--- config.mk ---
export PLATFORM = sky130hd
export DESIGN_NAME = md5_block_ctrl
export DESIGN_NICKNAME = d
export VERILOG_FILES = /design/src/rtl/md5_pkg.sv /design/src/rtl/md5_step_rom.sv /design/src/rtl/md5round.sv /design/src/rtl/md5_block_ctrl.sv
export SDC_FILE = /design/constraint.sdc
export NUM_CORES = 2
export LEC_CHECK = 0
export CORE_MARGIN = 2
export CORE_UTILIZATION = 56
export CTS_CLUSTER_DIAMETER = 60
export DETAILED_ROUTE_END_ITERATION = 10
export GPL_TIMING_DRIVEN = 0
export PLACE_DENSITY = 0.81
export SLEW_MARGIN = 20
export SYNTH_ARGS = -nofsm -noshare
export SYNTH_HDL_FRONTEND = slang
export SYNTH_SLANG_ARGS = --single-unit
--- constraint.sdc ---
create_clock -name clk -period 16.7 [get_ports clk]
set_input_delay 3.34 -clock clk [delete_from_list [all_inputs] [get_ports clk]]
set_output_delay 3.34 -clock clk [all_outputs]
set_load 0.01 [all_outputs]
--- src/rtl/md5_pkg.sv ---
// Shared constants for the MD5 block controller: shift/sine tables, IV and FSM encoding.
// Consumers: md5_step_rom, md5_block_ctrl (chaining variant selected by MD5_CHAIN_EN).
package md5_pkg;

  typedef enum logic [1:0] {
    ST_IDLE = 2'd0,
    ST_RUN  = 2'd1,
    ST_DONE = 2'd2
  } ctrl_state_e;

  localparam logic [31:0] IV_A = 32'h67452301;
  localparam logic [31:0] IV_B = 32'hefcdab89;
  localparam logic [31:0] IV_C = 32'h98badcfe;
  localparam logic [31:0] IV_D = 32'h10325476;
  localparam logic [127:0] IV_STATE = {IV_D, IV_C, IV_B, IV_A};

  // floor(|sin(i+1)| * 2^32), indexed by step
  localparam logic [31:0] T_TABLE [64] = '{
    32'hd76aa478, 32'he8c7b756, 32'h242070db, 32'hc1bdceee,
    32'hf57c0faf, 32'h4787c62a, 32'ha8304613, 32'hfd469501,
    32'h698098d8, 32'h8b44f7af, 32'hffff5bb1, 32'h895cd7be,
    32'h6b901122, 32'hfd987193, 32'ha679438e, 32'h49b40821,
    32'hf61e2562, 32'hc040b340, 32'h265e5a51, 32'he9b6c7aa,
    32'hd62f105d, 32'h02441453, 32'hd8a1e681, 32'he7d3fbc8,
    32'h21e1cde6, 32'hc33707d6, 32'hf4d50d87, 32'h455a14ed,
    32'ha9e3e905, 32'hfcefa3f8, 32'h676f02d9, 32'h8d2a4c8a,
    32'hfffa3942, 32'h8771f681, 32'h6d9d6122, 32'hfde5380c,
    32'ha4beea44, 32'h4bdecfa9, 32'hf6bb4b60, 32'hbebfbc70,
    32'h289b7ec6, 32'heaa127fa, 32'hd4ef3085, 32'h04881d05,
    32'hd9d4d039, 32'he6db99e5, 32'h1fa27cf8, 32'hc4ac5665,
    32'hf4292244, 32'h432aff97, 32'hab9423a7, 32'hfc93a039,
    32'h655b59c3, 32'h8f0ccc92, 32'hffeff47d, 32'h85845dd1,
    32'h6fa87e4f, 32'hfe2ce6e0, 32'ha3014314, 32'h4e0811a1,
    32'hf7537e82, 32'hbd3af235, 32'h2ad7d2bb, 32'heb86d391
  };

  // Shift amount depends only on the round and the step position within a group of four
  function automatic logic [4:0] s_lookup(input logic [5:0] step);
    logic [4:0] s;
    case ({step[5:4], step[1:0]})
      4'd0:  s = 5'd7;
      4'd1:  s = 5'd12;
      4'd2:  s = 5'd17;
      4'd3:  s = 5'd22;
      4'd4:  s = 5'd5;
      4'd5:  s = 5'd9;
      4'd6:  s = 5'd14;
      4'd7:  s = 5'd20;
      4'd8:  s = 5'd4;
      4'd9:  s = 5'd11;
      4'd10: s = 5'd16;
      4'd11: s = 5'd23;
      4'd12: s = 5'd6;
      4'd13: s = 5'd10;
      4'd14: s = 5'd15;
      default: s = 5'd21;
    endcase
    return s;
  endfunction

  // Message word index; 4-bit arithmetic supplies the mod 16
  function automatic logic [3:0] g_lookup(input logic [5:0] step);
    logic [3:0] i;
    logic [3:0] g;
    i = step[3:0];
    case (step[5:4])
      2'd0:    g = i;
      2'd1:    g = i * 4'd5 + 4'd1;
      2'd2:    g = i * 4'd3 + 4'd5;
      default: g = i * 4'd7;
    endcase
    return g;
  endfunction

endpackage

--- src/rtl/md5_step_rom.sv ---
// Combinational step lookup: step -> shift amount, sine constant, message word index.
module md5_step_rom
  import md5_pkg::*;
(
  input  logic [5:0]  i_step,
  output logic [4:0]  o_s,
  output logic [31:0] o_t,
  output logic [3:0]  o_g
);

  assign o_s = s_lookup(i_step);
  assign o_t = T_TABLE[i_step];
  assign o_g = g_lookup(i_step);

endmodule

--- src/rtl/md5round.sv ---
// Single MD5 step datapath: next_a = b + rotl(a + F_r(b,c,d) + m + t, s).
module md5round (
  input  logic [31:0] i_a,
  input  logic [31:0] i_b,
  input  logic [31:0] i_c,
  input  logic [31:0] i_d,
  input  logic [31:0] i_m,
  input  logic [4:0]  i_s,
  input  logic [31:0] i_t,
  input  logic [1:0]  i_r,
  output logic [31:0] o_next_a
);

  logic [31:0] w_f;
  logic [31:0] w_sum;
  logic [31:0] w_rot;
  logic [5:0]  w_rs;

  always_comb begin
    w_f = 32'd0;
    case (i_r)
      2'd0:    w_f = (i_b & i_c) | (~i_b & i_d);
      2'd1:    w_f = (i_d & i_b) | (~i_d & i_c);
      2'd2:    w_f = i_b ^ i_c ^ i_d;
      default: w_f = i_c ^ (i_b | ~i_d);
    endcase
  end

  assign w_sum    = i_a + w_f + i_m + i_t;
  assign w_rs     = 6'd32 - {1'b0, i_s};
  assign w_rot    = (w_sum << i_s) | (w_sum >> w_rs);
  assign o_next_a = i_b + w_rot;

endmodule

--- src/rtl/md5_block_ctrl.sv ---
// Runs one 512-bit block through 64 MD5 steps and returns input state + working state.
// Build option MD5_CHAIN_EN: replaces in_state with in_first and an internal chaining register.
module md5_block_ctrl
  import md5_pkg::*;
#(
  parameter int NSTEPS = 64
) (
  input  logic         clk,
  input  logic         rst_n,
  input  logic         in_valid,
  output logic         in_ready,
  input  logic [511:0] in_msg,
`ifdef MD5_CHAIN_EN
  input  logic         in_first,
`else
  input  logic [127:0] in_state,
`endif
  output logic         out_valid,
  input  logic         out_ready,
  output logic [127:0] out_state,
  output logic [1:0]   o_dbg_state
);

  // Handshakes: a transfer happens on a rising edge where valid && ready are both high.
  // in_ready is high only in IDLE; out_valid only in DONE, with out_state held until out_ready.

  localparam logic [6:0] LP_NSTEPS = 7'(NSTEPS);

  ctrl_state_e  r_state;
  ctrl_state_e  w_next_state;
  logic [5:0]   r_step;
  logic [511:0] r_msg;
  logic [127:0] r_save;
  logic [31:0]  r_a, r_b, r_c, r_d;
  logic [127:0] r_out_state;
  logic [127:0] w_init;
  logic         w_accept;
  logic         w_last;
  logic [4:0]   w_s;
  logic [31:0]  w_t;
  logic [3:0]   w_g;
  logic [31:0]  w_m;
  logic [31:0]  w_next_a;

`ifdef MD5_CHAIN_EN
  logic [127:0] r_chain;
  assign w_init = in_first ? IV_STATE : r_chain;
`else
  assign w_init = in_state;
`endif

  md5_step_rom u_rom (
    .i_step (r_step),
    .o_s    (w_s),
    .o_t    (w_t),
    .o_g    (w_g)
  );

  assign w_m = r_msg[{w_g, 5'd0} +: 32];

  md5round u_round (
    .i_a      (r_a),
    .i_b      (r_b),
    .i_c      (r_c),
    .i_d      (r_d),
    .i_m      (w_m),
    .i_s      (w_s),
    .i_t      (w_t),
    .i_r      (r_step[5:4]),
    .o_next_a (w_next_a)
  );

  always_comb begin
    w_next_state = r_state;
    w_accept     = 1'b0;
    w_last       = 1'b0;
    case (r_state)
      ST_IDLE: begin
        if (in_valid) begin
          w_accept     = 1'b1;
          w_next_state = ST_RUN;
        end
      end
      ST_RUN: begin
        if (r_step == 6'd63) begin
          w_last       = 1'b1;
          w_next_state = ST_DONE;
        end
      end
      ST_DONE: begin
        if (out_ready) w_next_state = ST_IDLE;
      end
      default: w_next_state = ST_IDLE;
    endcase
  end

  always_ff @(posedge clk or negedge rst_n) begin
    if (!rst_n) r_state <= ST_IDLE;
    else        r_state <= w_next_state;
  end

  always_ff @(posedge clk or negedge rst_n) begin
    if (!rst_n) begin
      r_step      <= 6'd0;
      r_msg       <= '0;
      r_save      <= '0;
      r_a         <= '0;
      r_b         <= '0;
      r_c         <= '0;
      r_d         <= '0;
      r_out_state <= '0;
    end else if (w_accept) begin
      r_msg  <= in_msg;
      r_save <= w_init;
      r_a    <= w_init[31:0];
      r_b    <= w_init[63:32];
      r_c    <= w_init[95:64];
      r_d    <= w_init[127:96];
      r_step <= 6'd0;
    end else if (r_state == ST_RUN) begin
      r_a    <= r_d;
      r_d    <= r_c;
      r_c    <= r_b;
      r_b    <= w_next_a;
      r_step <= r_step + 6'd1;
      // Final sum uses the post-step working values so DONE already has a stable result
      if (w_last) begin
        r_out_state <= {r_save[127:96] + r_c, r_save[95:64] + r_b,
                        r_save[63:32] + w_next_a, r_save[31:0] + r_d};
      end
    end
  end

`ifdef MD5_CHAIN_EN
  always_ff @(posedge clk or negedge rst_n) begin
    if (!rst_n) begin
      r_chain <= IV_STATE;
    end else if (w_last) begin
      r_chain <= {r_save[127:96] + r_c, r_save[95:64] + r_b,
                  r_save[63:32] + w_next_a, r_save[31:0] + r_d};
    end
  end
`endif

  assign in_ready    = (r_state == ST_IDLE);
  assign out_valid   = (r_state == ST_DONE);
  assign out_state   = r_out_state;
  assign o_dbg_state = r_state;

  a_last_step: assert property (@(posedge clk) disable iff (!rst_n)
    w_last |-> ({1'b0, r_step} == LP_NSTEPS - 7'd1));

endmodule
## After elaboration in Yosys (flattened, before gate mapping)

Memory sizes are Yosys's and may differ from the RTL's.
Index checks and enable logic that the tools add are counted.

| storage, ports and cells | value |
|---|---|
| word-level logic and storage cells | 80 |
| bits in registers | 904 |
| output and inout bits | 132 |
| input port bits | 644 |
| memory bits (read-only) | 2,128 |
| memories | 2 |

Memories:

| name | depth | width | rd ports | clocked after Yosys merged registers in | wr ports | line | source |
|---|---|---|---|---|---|---|---|
| (name not given) | 64 | 32 | 1 | 0 | 0 | md5_step_rom.sv:12 | `assign o_t = T_TABLE[i_step];` |
| (name not given) | 16 | 5 | 1 | 0 | 0 | md5_pkg.sv:40 | `case ({step[5:4], step[1:0]})` |

| operators by class | value |
|---|---|
| reductions and logical operators | 5 |
| $add $sub $neg | 12 |
| bitwise logic cells | 15 |
| $lt $le $gt $ge | 1 |
| equality and inequality tests | 8 |
| shift-type cells | 3 |
| muxes and demuxes | 22 |
| multipliers | 3 |

Operators with widths:

| operator | count |
|---|---|
| $shiftx A512 B10 Y32 | 1 |
| $mux W32 | 10 |
| $add A32 B32 Y32 | 8 |
| $and A32 B32 Y32 | 4 |
| $or A32 B32 Y32 | 4 |
| $pmux W32 S3 | 1 |
| $xor A32 B32 Y32 | 3 |
| $not A32 Y32 | 2 |
| $shl A32 B5 Y32 | 1 |
| $shr A32 B6 Y32 | 1 |
| $mux W6 | 2 |
| $pmux W4 S3 | 1 |
| $mul A4 B3 Y4 const B | 2 |
| $ge A7 B7 Y1 const B | 1 |
| $not A6 Y7 | 1 |
| $add A6 B1 Y6 const B | 1 |
| $eq A6 B6 Y1 const B | 1 |
| $mux W2 | 3 |
| $pmux W2 S3 | 1 |
| $reduce_and A3 Y1 | 2 |
| $sub A6 B5 Y6 const A | 1 |
| $add A4 B1 Y4 const B | 1 |
| $add A4 B3 Y4 const B | 1 |
| $eq A2 B1 Y1 const B | 2 |
| other kinds (8) | 14 |

## Logic depth before layout (Yosys ltp)

| logic depth | value |
|---|---|
| word-level depth | 12 |
| mapped depth | 58 |
| gate-level depth less buffers | 53 |

## Hierarchy

A second synthesis with hierarchy kept.

| unflattened totals | value |
|---|---|
| cell total of the unflattened synthesis | 6,770 |
| area total of the unflattened synthesis | 58,935.3 um2 |

Modules (own cells, without submodules):

| module | cells each | times used | area each (um2) |
|---|---|---|---|
| md5_block_ctrl | 4,702 | 1 | 44,229.9 |
| md5round | 1,525 | 1 | 11,134.4 |
| md5_step_rom | 543 | 1 | 3,570.9 |

## Least setup slack after synthesis

OpenSTA, ideal clock, no wires.

| path | value |
|---|---|
| path kind | reg-to-reg |
| start point | register r_step[1] |
| end point | register r_out_state[63], in the netlist out_state[63] |
| cell stages (with the launch flop) | 56 |
| setup slack | 4.609 ns |
| data arrival time | 12.014 ns |
| clock period less this slack | 12.091 ns |
| required time | 16.624 ns |
| library setup time | 0.076 ns |
| path buffers | 5 |
| cell sequence | dfrtp_1 -> clkbuf_1 -> clkinv_1 -> ha_1 -> buf_2 -> o22ai_2 -> a21oi_1 -> buf_2 -> buf_1 -> buf_1 -> mux4_2 -> a211oi_1 -> a21oi_1 -> fa_1 -> ha_1 -> inv_1 -> fa_1 -> nand2b_1 -> [... 20 more ...] -> o21ai_0 -> a31oi_1 -> a21o_1 -> a21o_1 -> a21o_1 -> a21oi_1 -> xnor2_1 -> ha_1 -> nand4_1 -> nor2_1 -> a22oi_1 -> a211o_1 -> o211ai_1 -> o211ai_1 -> o21a_1 -> xnor2_1 -> xnor3_1 -> o21ai_1 |

| on the way | value |
|---|---|
| cells in the longest elaborated chain, start to end | 10 |
| elaborated cells on any way between the ends | 24 |
| those cells by class | add/sub: 7; mul: 3; eq/ne: 1; shift: 3; mux: 5; bitwise: 2; reduce/logical: 1; memory: 2 |

Ends and longest elaborated chain:

| what | line | source |
|---|---|---|
| start: declaration | md5_block_ctrl.sv:31 | `logic [5:0] r_step;` |
| start signal: assignment | md5_block_ctrl.sv:125 | `r_step <= r_step + 6'd1;` |
| $mul A4 B2 Y4 or $mul A4 B3 Y4 (tied branches) | md5_pkg.sv:69, md5_pkg.sv:68 |  |
| $add A4 B3 Y4 or $add A4 B1 Y4 (tied branches) | md5_pkg.sv:69, md5_pkg.sv:68 |  |
| $pmux W4 S3 | md5_pkg.sv:66 | `case (step[5:4])` |
| $shiftx A512 B10 Y32 | md5_block_ctrl.sv:59 | `assign w_m = r_msg[{w_g, 5'd0} +: 32];` |
| $add A32 B32 Y32 (2 in a row) | md5round.sv:29 | `assign w_sum = i_a + w_f + i_m + i_t;` |
| $shr A32 B6 Y32 or $shl A32 B5 Y32 (tied branches) | md5round.sv:31 | `assign w_rot = (w_sum << i_s) \| (w_sum >> w_rs);` |
| $or A32 B32 Y32 | md5round.sv:31 |  |
| $add A32 B32 Y32 | md5round.sv:32 | `assign o_next_a = i_b + w_rot;` |
| $add A32 B32 Y32 | md5_block_ctrl.sv:129 | `r_save[63:32] + w_next_a, r_save[31:0] + r_d};` |
| end signal: assignment | md5_block_ctrl.sv:128 | `r_out_state <= {r_save[127:96] + r_c, r_save[95:64] + r_b,` |
| end: declaration | md5_block_ctrl.sv:35 | `logic [127:0] r_out_state;` |

Parallel ways exist; a longest one is shown, timed or not. The select of a mux whose other input is x is not followed.
A chain may end at the register's enable or synchronous reset.

## Worst setup path after layout

| path | value |
|---|---|
| start point | register r_step[2] |
| end point | register r_out_state[63], in the netlist out_state[63] |

The elaborated chain is that of the path after synthesis.

==> run_results.csv <==
group,metric,value,unit
critical_path,worstPathArrival,16960,ps
place,place_hpwl,194.9,mm
route,postRouteAntennaNets,0,
die,die_x,321.2,µm
timing,fin_skew,69.46,ps
place,dp_slack,-818.3,ps
global_route,antenna_found_initial,33,
clocking,path_clk_slew,60,ps
timing,slew_headroom,12.52,%
synthesis,synth_cell_types,78,
timing,worst_pin_slew,1312,ps
route,wl_per_cell,28.36,µm
critical_path,critPathRequiredTime,17320,ps
synthesis,synth_area_leaders,"dfrtp_1 40%, nand2_1 16%, mux4_2 5.5%",
die,rows,116,
clocking,numCtsBuffers,98,
place,dp.cells,8796,
timing,finalSetupTns,0,ps
synthesis,async_flop_share,100.0,%
critical_path,slowest_delay,650,ps
clocking,cts-htree-levels,3,
synthesis,ys_dominant_reg_cell,"dfrtp_1",
clocking,cts_tree,"built",
timing,max_freq,61.19,MHz
die,fp.coreArea,99860,µm²
route,firstDrtPassIters,8,
clocking,root_buffer,"clkbuf_16",
route,drc,0,
synthesis,synth_edf_count,0,
route,viasPerCell,6.454,
critical_path,worst_setup_path_end_kind,"register",
timing,finalSetupViolations,0,
global_route,grt_overflow,0,
critical_path,worstSetupStartpointType,"register",
finish,drive_gt1_share,5.310,%
die,die_h,321.2,µm
clocking,insertion_delay,750,ps
route,wl,255.5,mm
place,place_congestion,1.082,
finish,layout.nets,8535,
global_route,grt_first_pass_wirelength,366.4,mm
place,port_buffers,775,
clocking,clock_path_buffers,3,
outcome,outcome,"complete, no violations",
global_route,grt_use_total,48.70,%
min_path,hold_class,"register to register",
synthesis,ys_ff_latch,904,
critical_path,slowest_stage,"dfrtp_1",
die,dieArea,103200,µm²
synthesis,syn_inst,6716,
critical_path,worstSetupPathType,"register to register",
synthesis,syn-num-nets,7648,
die,io_pins,776,
timing,drv_slew,0,
timing,finalCritPeriodShare,97.85,%
clocking,cts_sinks,904,
synthesis,synth_area,56350,µm²
synthesis,synth_top_area_share,40.15,%
global_route,grt_pass1_vias,56400,
timing,hold_viol_final,0,
timing,period_minus_slack,16340,ps
synthesis,syn_avg_cell_area,8.390,µm²
job,drv_cap,0,
finish,fillers,7482,
critical_path,crit_top_cell,"o21ai_0",
route,drt_iter0_markers,7544,
die,start_util,56.43,%
synthesis,yosysWarnings,0,
synthesis,yosys.area.top_type,"dfrtp_1",
synthesis,netlist_top_cells_count,"2,441 x nand2_1, 904 x dfrtp_1, 425 x o21ai_0",
finish,multi_input_area,31590,µm²
synthesis,yosysMostFrequentCell,"nand2_1",
finish,seqCellArea,22620,µm²
route,vias,58140,
finish,syn2layout_area_growth,23.47,%
timing,setup_ws,358.3,ps
finish,final_cells,9009,
critical_path,critPathMaxFanout,20,
global_route,grt_max_degree,153,
synthesis,seq_area_frac_synth,40.15,%
## metal layers
layer	up-vias	GRT usage (%)	routed length [µm]	part of all wire (%)
met2	4571	73.31	110400	43
met5	-	0	107	0.042
met4	16	42.38	27570	11
met3	1267	13.32	30040	12
met1	27700	57.66	87380	34
li1	24590	-	-	-
## final timing paths
| path | from | endpoint | slack (ps) | depth (start not counted) |
|---|---|---|---|---|
| min | r_msg[471] | r_msg[471] | 470 | 2 |
| max | r_step[2] | out_state[63] | 360 | 57 |
| max reg2reg | r_step[2] | out_state[63] | 360 | 57 |
| min reg2reg | r_msg[471] | r_msg[471] | 470 | 2 |
| min in group asynchronous | rst_n | out_state[111] | 2530 | 1 |
| max in group asynchronous | rst_n | r_msg[489] | 12200 | 3 |
## cell usage in the layout, fill, tap and decap left out, types with 14 or more instances in the layout
cell,n
nand2_1,2441
dfrtp_1,904
clkdlybuf4s50_1,774
o21ai_0,422
a21oi_1,348
clkbuf_1,341
nor2_1,243
ha_1,219
inv_1,183
mux2i_1,173
mux4_2,137
nor3_1,125
xor2_1,112
xnor2_1,110
clkbuf_16,98
nand3_1,88
a31oi_1,85
a21o_1,80
fa_1,69
o211ai_1,53
a211oi_1,44
mux2_2,44
o21a_1,36
nor3b_1,35
buf_1,33
nand2b_1,31
nor2b_1,29
and3_1,28
diode_2,27
o31ai_1,24
o221ai_1,23
o21bai_1,22
clkbuf_8,19
a311oi_1,18
nand4_1,17
and2_1,16
or3_1,14
## cell families (layout without fill, tap and decap cells)
family	count (synthesis)	in the layout	synth area share, %
fa+ha+maj	288	288	7.314
buf+inv	573	1541	3.852
flops	904	904	40.15
other cells	0	27	0
simple gates	3089	3089	22.00
compound gates	1284	1284	13.75
xor+xnor	224	224	3.506
mux	354	354	9.428
## area by class of cell
cell class              instances  area share [%]
plain buffers                 384           2.187
multi-input cells            5239           45.41
clock buffers                 138           4.014
flip-flops and latches        904           32.52
well taps                    1298           2.334
diodes                         27         0.09711
inverters                     189           1.027
clock inverters                43          0.9370
repair buffers                787           11.48
## stage by stage
step | utilization [%] | instance area [µm²] | hold WS [ps]
floorplan | - | 56350 | 440.3
global placement | 65.83 | 65730 | 451.9
detailed placement | 66.03 | 65930 | 456.8
CTS | 69.51 | 69410 | 471.7
global route | 69.65 | 69550 | 481.1
finish | 69.67 | 69570 | 470.0
## registers in the layout (all words and copies together) (netlist names)
| signal | cells |
|---|---|
| r_msg | 512 |
| out_state | 128 |
| r_save | 128 |
| r_a | 32 |
| r_b | 32 |
| r_c | 32 |
| r_d | 32 |
| r_step | 6 |
| o_dbg_state | 2 |
## worst max-delay path: cells and delay by family, from the launching register on
kind / cells / cell delay [ps]
compound gates: 29 / 6940
xor+xnor: 4 / 1130
fa+ha+maj: 7 / 2490
buf+inv: 11 / 3420
flops: 1 / 650
mux: 2 / 1090
simple gates: 4 / 420
## timing repair
item	in CTS	in global routing
setup endpoints to repair	11	11
gates resized for setup	8	24
endpoints found under the hold margin	0	0
buffers inserted	0	5
hold buffers	0	0
Power is not shown: default switching activity piles up to over one toggle a cycle in this logic, so the estimate is an artifact.
